### src/rtl/serial_pattern_tx_if.sv
// Bus bundle for serial_pattern_tx: frame request handshake plus serial outputs.
// Signal prefixes follow the transmitter's point of view: i_ = into it, o_ = out of it.
interface serial_pattern_tx_if #(
    parameter int WIDTH = 8,
    parameter int CNT_W = 4
);
    logic             i_start;
    logic [WIDTH-1:0] i_pattern;
    logic [WIDTH-1:0] i_aux;
    logic [CNT_W-1:0] i_len;
    logic             i_abort;
    logic             o_ready;
    logic             o_sdata;
    logic             o_saux;
    logic             o_sval;
    logic             o_busy;
    logic             o_done;

    modport slave (
        input  i_start, i_pattern, i_aux, i_len, i_abort,
        output o_ready, o_sdata, o_saux, o_sval, o_busy, o_done
    );

    modport master (
        output i_start, i_pattern, i_aux, i_len, i_abort,
        input  o_ready, o_sdata, o_saux, o_sval, o_busy, o_done
    );
endinterface

### src/rtl/serial_pattern_tx.sv
// Serial stimulus transmitter: shifts a pattern/aux word pair out MSB first,
// one bit per clock, pulses done after a completed frame, then idles GAP cycles.
module serial_pattern_tx #(
    parameter int WIDTH = 8,
    parameter int CNT_W = 4,
    parameter int GAP   = 2
) (
    input  logic               clk,
    input  logic               reset,
    serial_pattern_tx_if.slave bus
);

    localparam int GAP_W = (GAP > 1) ? $clog2(GAP + 1) : 1;

    typedef enum logic [1:0] {
        ST_IDLE  = 2'd0,
        ST_SHIFT = 2'd1,
        ST_GAP   = 2'd2
    } state_t;

    state_t             r_state;
    state_t             w_stateNext;
    logic [WIDTH-1:0]   r_patSr;
    logic [WIDTH-1:0]   r_auxSr;
    logic [CNT_W-1:0]   r_bitCnt;
    logic [GAP_W-1:0]   r_gapCnt;
    logic               r_sdata;
    logic               r_saux;
    logic               r_sval;
    logic               r_done;

    logic [WIDTH-1:0]   w_patNext;
    logic [WIDTH-1:0]   w_auxNext;
    logic [CNT_W-1:0]   w_bitCntNext;
    logic [GAP_W-1:0]   w_gapCntNext;
    logic               w_sdataNext;
    logic               w_sauxNext;
    logic               w_svalNext;
    logic               w_doneNext;
    logic [CNT_W-1:0]   w_lenEff;

    // Requested lengths beyond the word width are clamped to a full word.
    assign w_lenEff = (bus.i_len > CNT_W'(WIDTH)) ? CNT_W'(WIDTH) : bus.i_len;

    // State register.
    always_ff @(posedge clk) begin
        if (reset) begin
            r_state <= ST_IDLE;
        end else begin
            r_state <= w_stateNext;
        end
    end

    // Next-state and next-output decode; serial outputs default to 0 so they are low whenever no bit is valid.
    always_comb begin
        w_stateNext  = r_state;
        w_patNext    = r_patSr;
        w_auxNext    = r_auxSr;
        w_bitCntNext = r_bitCnt;
        w_gapCntNext = r_gapCnt;
        w_sdataNext  = 1'b0;
        w_sauxNext   = 1'b0;
        w_svalNext   = 1'b0;
        w_doneNext   = 1'b0;
        unique case (r_state)
            ST_IDLE: begin
                if (bus.i_start && !bus.i_abort && (bus.i_len != '0)) begin
                    w_stateNext  = ST_SHIFT;
                    w_svalNext   = 1'b1;
                    w_sdataNext  = bus.i_pattern[WIDTH-1];
                    w_sauxNext   = bus.i_aux[WIDTH-1];
                    w_patNext    = bus.i_pattern << 1;
                    w_auxNext    = bus.i_aux << 1;
                    w_bitCntNext = w_lenEff;
                end
            end
            ST_SHIFT: begin
                if (bus.i_abort) begin
                    w_stateNext = ST_IDLE;
                end else if (r_bitCnt > CNT_W'(1)) begin
                    w_svalNext   = 1'b1;
                    w_sdataNext  = r_patSr[WIDTH-1];
                    w_sauxNext   = r_auxSr[WIDTH-1];
                    w_patNext    = r_patSr << 1;
                    w_auxNext    = r_auxSr << 1;
                    w_bitCntNext = r_bitCnt - CNT_W'(1);
                end else begin
                    w_doneNext = 1'b1;
                    if (GAP > 0) begin
                        w_stateNext  = ST_GAP;
                        w_gapCntNext = GAP_W'(GAP);
                    end else begin
                        w_stateNext = ST_IDLE;
                    end
                end
            end
            ST_GAP: begin
                if (bus.i_abort || (r_gapCnt <= GAP_W'(1))) begin
                    w_stateNext = ST_IDLE;
                end else begin
                    w_gapCntNext = r_gapCnt - GAP_W'(1);
                end
            end
            default: begin
                w_stateNext = ST_IDLE;
            end
        endcase
    end

    // Datapath registers: shift registers, counters and the registered serial outputs.
    always_ff @(posedge clk) begin
        if (reset) begin
            r_patSr  <= '0;
            r_auxSr  <= '0;
            r_bitCnt <= '0;
            r_gapCnt <= '0;
            r_sdata  <= 1'b0;
            r_saux   <= 1'b0;
            r_sval   <= 1'b0;
            r_done   <= 1'b0;
        end else begin
            r_patSr  <= w_patNext;
            r_auxSr  <= w_auxNext;
            r_bitCnt <= w_bitCntNext;
            r_gapCnt <= w_gapCntNext;
            r_sdata  <= w_sdataNext;
            r_saux   <= w_sauxNext;
            r_sval   <= w_svalNext;
            r_done   <= w_doneNext;
        end
    end

    assign bus.o_ready = (r_state == ST_IDLE);
    assign bus.o_busy  = (r_state != ST_IDLE);
    assign bus.o_sdata = r_sdata;
    assign bus.o_saux  = r_saux;
    assign bus.o_sval  = r_sval;
    assign bus.o_done  = r_done;

endmodule

### src/flat_wrapper.sv
// flat-port wrapper written by rule: the top's interface ports become plain ports
module serial_pattern_tx_flat 
#(
    parameter int WIDTH = 8,
    parameter int CNT_W = 4,
    parameter int GAP   = 2
)
  (clk, reset, bus_i_start, bus_i_pattern, bus_i_aux, bus_i_len, bus_i_abort, bus_o_ready, bus_o_sdata, bus_o_saux, bus_o_sval, bus_o_busy, bus_o_done);
  serial_pattern_tx_if #(.WIDTH(WIDTH), .CNT_W(CNT_W)) bus_i ();
  input  logic clk;
  input  logic reset;
  input wire logic [$bits(bus_i.i_start)-1:0] bus_i_start;
  input wire logic [$bits(bus_i.i_pattern)-1:0] bus_i_pattern;
  input wire logic [$bits(bus_i.i_aux)-1:0] bus_i_aux;
  input wire logic [$bits(bus_i.i_len)-1:0] bus_i_len;
  input wire logic [$bits(bus_i.i_abort)-1:0] bus_i_abort;
  output wire logic [$bits(bus_i.o_ready)-1:0] bus_o_ready;
  output wire logic [$bits(bus_i.o_sdata)-1:0] bus_o_sdata;
  output wire logic [$bits(bus_i.o_saux)-1:0] bus_o_saux;
  output wire logic [$bits(bus_i.o_sval)-1:0] bus_o_sval;
  output wire logic [$bits(bus_i.o_busy)-1:0] bus_o_busy;
  output wire logic [$bits(bus_i.o_done)-1:0] bus_o_done;
  assign bus_i.i_start = bus_i_start;
  assign bus_i.i_pattern = bus_i_pattern;
  assign bus_i.i_aux = bus_i_aux;
  assign bus_i.i_len = bus_i_len;
  assign bus_i.i_abort = bus_i_abort;
  assign bus_o_ready = bus_i.o_ready;
  assign bus_o_sdata = bus_i.o_sdata;
  assign bus_o_saux = bus_i.o_saux;
  assign bus_o_sval = bus_i.o_sval;
  assign bus_o_busy = bus_i.o_busy;
  assign bus_o_done = bus_i.o_done;
  serial_pattern_tx #(.WIDTH(WIDTH), .CNT_W(CNT_W), .GAP(GAP)) u_core (.clk(clk), .reset(reset), .bus(bus_i));
endmodule
### config.mk
export PLATFORM = sky130hd
export DESIGN_NAME = serial_pattern_tx_flat
export DESIGN_NICKNAME = d
export VERILOG_FILES = /design/src/rtl/serial_pattern_tx_if.sv /design/src/rtl/serial_pattern_tx.sv /design/src/flat_wrapper.sv
export SDC_FILE = /design/constraint.sdc
export NUM_CORES = 1
export LEC_CHECK = 0
export BUFFER_PORTS_ARGS = -buffer_cell sky130_fd_sc_hd__buf_4
export CAP_MARGIN = 10
export CORE_MARGIN = 10
export CORE_UTILIZATION = 53
export DETAILED_ROUTE_END_ITERATION = 10
export MAX_ROUTING_LAYER = met4
export PLACE_DENSITY = 0.81
export SLEW_MARGIN = 20
export SYNTH_ARGS = -nofsm -noshare
export SYNTH_HDL_FRONTEND = slang
export SYNTH_SLANG_ARGS = --single-unit
### constraint.sdc
create_clock -name clk -period 2.5 [get_ports clk]
set_input_delay 0.625 -clock clk [delete_from_list [all_inputs] [get_ports clk]]
set_output_delay 0.625 -clock clk [all_outputs]
set_load 0.05 [all_outputs]
==> run summary, run 1 <==
Yosys top cell area share: 38.38%
RSZ-0062 raised after global routing: false
Clk root buf: clkbuf_4
Post-CTS setup buffers: 0
Largest area contributor in the netlist: dfxtp_1
VDD IR max: 0.4448 mV
Vias per cell: 6.041
Worst setup SP type: flip-flop
Post-synth EDFFs: 0
Min-delay worst type: reg -> reg
Pin count of the biggest net entering global routing: 29
Worst Setup End Kind: flip-flop
# clock sinks: 26
Routed wire length: 3280 um
Post-route DRC: 0
Most used DFF post-synth: dfxtp_1
Core area: 2455 um^2
Global Route Usage Sum: 13.23%
Worst hold path depth: 2
H-tree depth: 1
Final Setup Violations: 0
Slew Limit Fails: 0
Post-Syn Instances: 138
Routed via count: 1,172
Max Cap Viol: 0
Critical Path AT: 2.39 ns
# rows: 18
Hold Buf Count CTS: 0
Slew @ Worst Pin: 0.7197 ns
Area of the die: 4982 um^2
CP delay by family, top: compound AO/OA/AOI/OAI gates
Maximum fanout along the worst path: 11
Worst stage delay on the critical path: 0.44 ns
Most common cell in the synthesized netlist: dfxtp_1
Vias in the first global route: 1,201
Synth cell types: 37
Longest Clk Path Bufs: 2
Antenna violations before repair: 0
IO Pins: 30
Gr ovfl total: 0
Cts bufs inserted: 3
Setup TNS: 0 ns
Syn Area/Cell: 9.828 um^2
Fmax: 470.1 MHz
Buf+Inv Stages, Crit Path: 2
Net total in the final layout: 192
Seq/Total Area, Yosys: 38.38%
Crit path cell chain: inv_1, ha_1, or2_1, a211oi_4, buf_4, nor3_1, a211oi_1
Worst EP required: 2.76 ns
Leakage power: 0.6703 nW
Post-synthesis to final-layout area growth: 19.65%
Share of cells above drive strength 1: 29.88%
DIE WIDTH: 70.59 um
Ant. Diodes: 0
Ys async rst share: 0%
Top cells by area, synth: dfxtp_1 (38%), mux2i_1 (8.9%), nor3_1 (7.0%), a211oi_2 (5.5%), a211oi_1 (3.3%)
Die H: 70.59 um
First-pass GRT wire length: 5478 um
Syn Nets: 165
Post-synth top cells: dfxtp_1 (26), nor3_1 (19), mux2i_1 (12), a21oi_1 (7)
Slew HR: 51.86%
Clk Latency, worst-skew pair: 0.33 ns
Initial core utilization: 55.25%
Worst-case reg-to-reg path depth: 7
Synth Cell Area: 1356 um^2
Final core occ: 66.11%
Kind of critical path: reg -> reg
Setup Skew: 0.002345 ns
Starting DRC count in detailed routing: 86
Period utilization: 85.10%
Routed len/inst: 16.91 um
CTS tree: built
WP depth: 7
1st-pass router iterations: 6
DRT antenna net count: 0
Post-CTS Resized: 0
Status: completed
Yosys warning count: 0
Final Hold Fails: 0
Gpl congestion: 0.9039
Filler instances: 195
Number of port buffers: 29
Slowest CP cell: a211oi_4
Flops & latches, synth: 26
Pwr/cell area: 584.4 nW/um^2
Final Critical Period: 2.127 ns
Clock-pin slew on the worst setup and hold paths: 0.15 ns
DP HPWL: 2414 um
logic make-up (layout without fill, tap and decap cells):
group	after synthesis	count (layout)	share of synthesized area [%]
buffers and inverters	16	42	6.364
AO/OA/AOI/OAI	35	35	23.06
multiplexers	12	12	8.856
AND/OR/NAND/NOR	46	46	20.57
adder cells (fa/ha/maj)	3	3	2.768
flip-flops	26	26	38.38
state kept, by name (all words and copies together) (netlist names):
| signal | flops |
|---|---|
| u_core.bus.o_done | 1 |
| u_core.bus.o_sval | 1 |
| u_core.r_bitCnt | 4 |
| u_core.r_gapCnt | 2 |
| u_core.r_auxSr | 7 |
| u_core.bus.o_sdata | 1 |
| u_core.r_state | 2 |
| u_core.r_patSr | 7 |
| u_core.bus.o_saux | 1 |
per-stage QoR:
| step | setup slack, ns | total power, mW | instances | hold WS (ns) | cell area (um^2) |
|---|---|---|---|---|---|
| floorplan | 0.7001 | 0.5994 | 138 | 0.4429 | 1356 |
| global placement | 0.4869 | 0.6507 | 190 | 0.4583 | 1570 |
| detailed placement | 0.4224 | 0.6579 | 190 | 0.4730 | 1570 |
| CTS | 0.3905 | 0.9502 | 194 | 0.4939 | 1623 |
| global route | 0.2147 | 0.9900 | 194 | 0.5154 | 1623 |
| finish | 0.3726 | 0.9483 | 194 | 0.4937 | 1623 |
tightest hold or removal path, stage by stage, from the launching register on:
cell     delay (ns)
dfxtp_1        0.35
nand3_1        0.07
a21oi_1        0.05
per-layer routing:
layer / wire length (um) / vias to the layer above / global-route usage [%]
met2: 1696 / 34 / 22.65
met1: 1413 / 565 / 14.42
met4: 34 / 0 / 4.086
met5: 0 / - / -
li1: - / 569 / -
met3: 135 / 4 / 3.905
power breakdown:
| group | switching [mW] | internal (mW) | leakage [nW] |
|---|---|---|---|
| Clock | 0.135 | 0.162 | 0.0279 |
| Sequential | 0.0182 | 0.441 | 0.213 |
| Combinational | 0.106 | 0.0855 | 0.430 |
| Total | 0.260 | 0.688 | 0.670 |
worst paths after layout:
kind	startpoint	end	slack, ns
setup / recovery	u_core.r_bitCnt[0]	u_core.r_patSr[5]	0.37
hold / removal	u_core.r_patSr[1]	u_core.r_patSr[1]	0.49
setup reg to reg	u_core.r_bitCnt[0]	u_core.r_patSr[5]	0.37
hold reg to reg	u_core.r_patSr[1]	u_core.r_patSr[1]	0.49
cell type report:
type | count | area, um^2 | share of cell area [%]
Timing Repair Buffer | 32 | 240.2 | 14.80
Tap cell | 30 | 37.54 | 2.313
Inverter | 6 | 22.52 | 1.388
Clock buffer | 3 | 22.52 | 1.388
Multi-Input combinational cell | 96 | 749.5 | 46.18
Clock inverter | 1 | 30.03 | 1.850
Sequential cell | 26 | 520.5 | 32.07
placed cells by master, fill, tap and decap left out, types with 2 or more instances in the layout:
cell,Yosys,layout
clkbuf_4,0,3
a211oi_1,6,6
a31oi_1,2,2
nor2_1,4,4
o32ai_1,2,2
a21oi_1,7,7
nor3b_1,2,2
dfxtp_1,26,26
nor2b_1,2,2
mux2i_1,12,12
o31a_1,2,2
o21ai_0,3,3
ha_1,3,3
a22oi_1,2,2
a211oi_2,6,6
nand3_1,5,5
nor3_1,19,19
inv_1,6,6
nand2b_1,4,4
buf_4,0,32
Power figures use the tool's default switching activity.
==> run 2, diff against run 1 <==
Settings changed: CORE_UTILIZATION 53 to 55, CTS_CLUSTER_SIZE from default to 8, PLACE_DENSITY 0.81 to 0.84.
Clock period 2.5 ns to 2.59 ns, I/O delays scaled along.
==> run 2 against run 1 <==
  * Sequential share of layout area fell by 0.099 points
  * Design area rose by 0.31%
  * Core utilization rose by 5.4 points
  * Critical path depth did not move
  * Via count rose by 2.0%
  * Die area fell by 2.6%
  * Fmax fell by 3.6%
  * Cell count fell by 0.52%
  * Sequential power fell by 3%
  * Global-route usage rose by 0.79 points
  * Largest power group unchanged
  * Highest routed layer unchanged
==> run summary, run 2 (synthesis results as in run 1) <==
Final core occ: 71.52% (+5.4 points)
Antenna violations before repair: 0 (unchanged)
Multi-input gate area: 749.5 um^2 (unchanged)
Starting DRC count in detailed routing: 84 (-2.3%)
Net Switching: 0.2469 mW (-5.0%)
Slew Limit Fails: 0 (unchanged)
CP Capture Point: u_core.r_patSr[7]
Capturing point of the worst reg2reg path: u_core.r_patSr[7]
Clk Latency, worst-skew pair: 0.33 ns (about the same)
Global Route Usage Sum: 14.02% (+0.79 points)
Longest Clk Path Bufs: 2 (unchanged)
Post-CTS setup buffers: 0 (unchanged)
Share of cells above drive strength 1: 30.30% (+0.42 points)
Pwr/cell area: 561.0 nW/um^2 (-4.0%)
Vias per cell: 6.192 (+2.5%)
Worst EP required: 2.84 ns (+0.08 ns)
Max Cap Viol: 0 (unchanged)
Crit path cell chain: inv_1, ha_1, or2_1, a211oi_4, buf_4, nor3_1, a211oi_1
Area of placed instances: 1575 um^2 (+0.32%)
Number of port buffers: 29 (unchanged)
Cells after DPL: 189 (-0.53%)
1st-pass router iterations: 4 (-2)
DP HPWL: 2518 um (+4.3%)
Net total in the final layout: 193 (+0.52%)
Pin count of the biggest net entering global routing: 29 (unchanged)
Worst hold path depth: 2 (unchanged)
DIE WIDTH: 69.66 um (-1.3%)
Hold Buf Count CTS: 0 (unchanged)
Kind of critical path: reg -> reg
Post-synthesis to final-layout area growth: 20.02%
Storage element area: 520.5 um^2 (unchanged)
Setup TNS: 0 ns (unchanged)
Final Setup Violations: 0 (unchanged)
WP depth: 7 (unchanged)
Most frequent cells in the layout: buf_4 (33), dfxtp_1 (26), nor3_1 (19), mux2i_1 (12), a21oi_1 (7)
Vias in the first global route: 1,202 (+0.083%)
Final worst slack: 0.3827 ns (+0.01017 ns)
Most common cell after layout, fill and taps aside: buf_4
Fin cells: 193 (-0.52%)
H-tree depth: 1 (unchanged)
Post-CTS Resized: 0 (unchanged)
Setup Skew: 0.001501 ns (-0.0008445 ns)
Final Critical Period: 2.207 ns (+0.07983 ns)
First-pass GRT wire length: 5651 um (+3.2%)
Gr ovfl total: 0 (unchanged)
Period utilization: 85.22% (+0.13 points)
Combinational power share: 20.6% (+0.4 points)
Maximum fanout along the worst path: 11 (unchanged)
Critical Path AT: 2.46 ns (+0.07 ns)
Fmax: 453.1 MHz (-3.6%)
Worst stage delay on the critical path: 0.53 ns (+0.09 ns)
Gpl congestion: 0.8989 (-0.55%)
Initial core utilization: 59.59% (+4.3 points)
R2r startpoint: u_core.r_bitCnt[0]
Routed len/inst: 17.02 um (+0.64%)
RSZ-0062 raised after global routing: false
Fin area: 1628 um^2 (+0.31%)
Worst setup SP type: flip-flop
Clock-pin slew on the worst setup and hold paths: 0.14 ns (about the same)
Die H: 69.66 um (-1.3%)
DRT antenna net count: 0 (unchanged)
Sw frac: 27.04% (-0.37 points)
Leakage power: 0.6755 nW (+0.77%)
Slowest CP cell: a211oi_4
Filler instances: 158 (-19%)
Worst Setup End Kind: flip-flop
Internal Pwr Total: 0.6662 mW (-3.2%)
# rows: 17 (-1)
CTS tree: built
Core area: 2276 um^2 (-7.3%)
Worst Setup SP: u_core.r_bitCnt[0]
Clock power frac: 31.0% (-0.4 points)
Status: completed
Seq pwr share: 48.5% (about the same)
Routed via count: 1,195 (+2.0%)
Cts bufs inserted: 3 (unchanged)
Slew @ Worst Pin: 0.5270 ns (-0.1927 ns)
Setup WS pre-CTS: 0.4191 ns (-0.003244 ns)
Slew HR: 64.75% (+13 points)
Buf+Inv Stages, Crit Path: 2 (unchanged)
CP delay by family, top: compound AO/OA/AOI/OAI gates
Ant. Diodes: 0 (unchanged)
Reg-to-reg slack, setup: 0.38 ns (about the same)
VDD IR max: 0.4369 mV (-1.8%)
Power Total: 0.9131 mW (-3.7%)
Min-delay worst type: reg -> reg
Clk root buf: clkbuf_4
Post-route DRC: 0 (unchanged)
IO Pins: 30 (unchanged)
Hold Slack: 0.4960 ns (+0.002259 ns)
Regs by FF count: u_core.r_auxSr x7, u_core.r_patSr x7, u_core.r_bitCnt x4
Area of the die: 4853 um^2 (-2.6%)
# clock sinks: 26 (unchanged)
Routed wire length: 3284 um (+0.12%)
Worst-case reg-to-reg path depth: 7 (unchanged)
Final Hold Fails: 0 (unchanged)
## run 2: final cells by class
class                   count  area share, %
clock buffers               3          1.384
flip-flops and latches     26          31.98
well taps                  28          2.152
repair buffers             33          15.22
clock inverters             1          1.845
multi-input cells          96          46.04
inverters                   6          1.384
## run 2: worst min-delay path by stage
stage / startpoint / end / slack [ns]
global route: u_core.r_patSr[1] / u_core.r_patSr[1] / 0.52
detailed placement: u_core.r_patSr[1] / u_core.r_patSr[1] / 0.49
CTS: u_core.r_patSr[1] / u_core.r_patSr[1] / 0.51
floorplan: u_core.r_auxSr[1] / u_core.r_auxSr[1] / 0.44
global placement: u_core.r_patSr[1] / u_core.r_patSr[1] / 0.45
finish: u_core.r_patSr[1] / u_core.r_patSr[1] / 0.50
## run 2: power groups by stage
stage          clock network (mW)  logic (mW)  registers, mW
3_3_place_gp                    0       0.181          0.449
3_5_place_dp                    0       0.187          0.451
2_1_floorplan                   0       0.126          0.453
5_1_grt                     0.308       0.205          0.446
6_report                    0.283       0.188          0.443
4_1_cts                     0.289       0.188          0.442
## run 2: worst min-delay path: stages (launching register included)
cell	delay (ns)
dfxtp_1	0.34
nand3_1	0.06
a21oi_1	0.06
## run 2: routing by layer
layer  track usage (%)  part of all wire [%]
met2             22.98                    48
met1             15.88                    43
met4             5.652                   2.2
met3             3.566                   6.1
met5                 -                     0
==> run 3, diff against run 2 <==
Settings changed: ABC_AREA from default to 1, CORE_UTILIZATION 55 to 57, HOLD_SLACK_MARGIN from default to 0.12, PLACE_DENSITY 0.84 to 0.86.
==> run 3 against run 2 <==
  * Synthesized cell count increased by 58%
  * Combinational power increased by 14%
  * Clock power decreased by 2%
  * Global-route usage decreased by 1.5 points
  * Cell count increased by 41%
  * Core utilization decreased by 2.1 points
  * First-iteration DRC count decreased by 3.6%
  * Die area increased by 1.5%
  * Hold slack about the same
  * Clock skew increased by 0.0012 ns
  * Critical endpoint is now bus_o_busy
  * Largest cell class unchanged
==> run summary, run 3 <==
Maximum fanout along the worst path: 5 (-6)
Final worst slack: 0.7301 ns (+0.3473 ns)
Setup Skew: 0.002731 ns (+0.001231 ns)
Initial core utilization: 59.00% (-0.59 points)
Kind of critical path: reg -> out
Area of placed instances: 1635 um^2 (+3.8%)
Status: completed
IO Pins: 30 (unchanged)
Clock-pin slew on the worst setup and hold paths: 0.14 ns (about the same)
Core area: 2432 um^2 (+6.9%)
Fin cells: 273 (+41%)
Storage element area: 520.5 um^2 (unchanged)
RSZ-0062 raised after global routing: false
Syn Area/Cell: 6.583 um^2 (-33%)
Max Cap Viol: 0 (unchanged)
Vias per cell: 4.905 (-21%)
Ys async rst share: 0% (unchanged)
Seq/Total Area, Yosys: 36.27% (-2.1 points)
Routed len/inst: 11.05 um (-35%)
Period utilization: 71.81% (-13 points)
Longest Clk Path Bufs: 2 (unchanged)
Gr ovfl total: 0 (unchanged)
DIE WIDTH: 70.18 um (+0.74%)
Post-route DRC: 0 (unchanged)
Clk Latency, worst-skew pair: 0.32 ns (about the same)
Post-Syn Instances: 218 (+58%)
Post-CTS Resized: 0 (unchanged)
Post-synthesis to final-layout area growth: 17.61%
First-pass GRT wire length: 5313 um (-6.0%)
Hold Crit Start: u_core.r_patSr[1]
Fmax: 537.7 MHz (+19%)
Filler instances: 218 (+38%)
Share of cells above drive strength 1: 20.16% (-10 points)
Yosys warning count: 0 (unchanged)
Worst EP required: 1.94 ns (-0.90 ns)
Area of the die: 4925 um^2 (+1.5%)
Fin area: 1688 um^2 (+3.7%)
Final Hold Fails: 0 (unchanged)
Post-CTS setup buffers: 0 (unchanged)
Die H: 70.18 um (+0.74%)
# clock sinks: 26 (unchanged)
Top cells by area, synth: dfxtp_1 (36%), nor2_1 (12%), nand2_1 (12%), nand3_1 (8.4%), inv_1 (7.1%)
Worst Setup End Kind: primary output
Synth Cell Area: 1435 um^2 (+5.8%)
VDD IR max: 0.3952 mV (-9.5%)
H-tree depth: 1 (unchanged)
Cts bufs inserted: 3 (unchanged)
DP HPWL: 2159 um (-14%)
Pin count of the biggest net entering global routing: 34 (+17%)
Synth cell types: 22 (-41%)
Clk root buf: clkbuf_4
Net total in the final layout: 271 (+40%)
Flops & latches, synth: 26 (unchanged)
CTS tree: built
Leakage power: 0.8598 nW (+27%)
Syn Nets: 245 (+48%)
Most used DFF post-synth: dfxtp_1
Final core occ: 69.39% (-2.1 points)
Regs by FF count: u_core.r_auxSr x7, u_core.r_patSr x7, u_core.r_bitCnt x4
Post-synth top cells: nor2_1 (46), nand2_1 (44), inv_1 (27), dfxtp_1 (26), nand3_1 (24)
Hold Slack: 0.4957 ns (-0.0002920 ns)
Largest area contributor in the netlist: dfxtp_1
Final Critical Period: 1.860 ns (-0.3473 ns)
Min-delay worst type: reg -> reg
Yosys top cell area share: 36.27% (-2.1 points)
Gpl congestion: 0.8020 (-11%)
Antenna violations before repair: 0 (unchanged)
Setup WS pre-CTS: 0.7960 ns (+0.3769 ns)
1st-pass router iterations: 4 (unchanged)
Setup TNS: 0 ns (unchanged)
Hold Buf Count CTS: 0 (unchanged)
Cells after DPL: 269 (+42%)
# rows: 18 (+1)
Slew Limit Fails: 0 (unchanged)
Power Total: 0.9316 mW (+2.0%)
Number of port buffers: 29 (unchanged)
Most common cell after layout, fill and taps aside: nor2_1
Starting DRC count in detailed routing: 81 (-3.6%)
Final Setup Violations: 0 (unchanged)
Multi-input gate area: 749.5 um^2 (unchanged)
Worst Setup SP: u_core.r_state[0]
Critical Path AT: 1.21 ns (-1.25 ns)
Ant. Diodes: 0 (unchanged)
Vias in the first global route: 1,315 (+9.4%)
Pwr/cell area: 551.9 nW/um^2 (-1.6%)
Most frequent cells in the layout: nor2_1 (46), nand2_1 (44), buf_4 (29), inv_1 (27), dfxtp_1 (26)
DRT antenna net count: 0 (unchanged)
Slew HR: 59.90% (-4.9 points)
R2r startpoint: u_core.r_bitCnt[0]
Worst setup SP type: flip-flop
Post-synth EDFFs: 0 (unchanged)
Most common cell in the synthesized netlist: nor2_1
Routed via count: 1,339 (+12%)
Global Route Usage Sum: 12.55% (-1.5 points)
Routed wire length: 3016 um (-8.2%)
Slew @ Worst Pin: 0.6009 ns (+0.07391 ns)
run 3: cell count changes after synthesis, moves of 9 or more:
cell     delta
o21ai_0    +11
inv_1      +21
mux2i_1    -12
nand2_1    +44
nor3_1     -19
nor2_1     +42
nor2_2      +9
nand3_1    +19
run 3: power by group:
part           switching [mW]  total, mW  internal, mW
combinational           0.128      0.214        0.0853
clock                   0.120      0.277         0.157
sequential             0.0122      0.441         0.429
run 3: logic make-up after synthesis:
family	count (synthesis)	synth area share [%]
DFF	26	36.27
adders and majority gates	3	2.616
xor gates and xnor gates	1	0.6104
and+or+nand+nor	134	42.72
AOI/OAI and AO/OA	18	6.277
buffers and inverters	36	11.51
run 3: layout make-up:
type / instances / share of cell area (%)
multi-input cells: 156 / 44.40
well taps: 30 / 2.224
inverters: 28 / 6.523
clock inverters: 1 / 1.779
clock buffers: 3 / 1.334
repair buffers: 29 / 12.90
flip-flops and latches: 26 / 30.84
run 3: path summary, 6_finish.rpt:
| kind | to | slack, ns | cells after the start |
|---|---|---|---|
| hold reg to reg | u_core.r_patSr[1] | 0.50 | 2 |
| hold / removal | u_core.r_patSr[1] | 0.50 | 2 |
| setup / recovery | bus_o_busy | 0.73 | 3 |
| setup reg to reg | u_core.r_bitCnt[2] | 0.80 | 8 |
run 3: critical path: stages, from the launching register on:
cell     delay [ns]
dfxtp_1        0.36
nor2_2         0.26
inv_1          0.07
buf_4          0.19
run 3: metal layers:
metal,vias to the layer above,track usage (%),part of all wire [%]
li1,722,-,-
met1,583,14.81,48
met2,26,19.94,46
met3,8,2.542,3.7
met4,0,5.921,2.1
met5,-,-,0
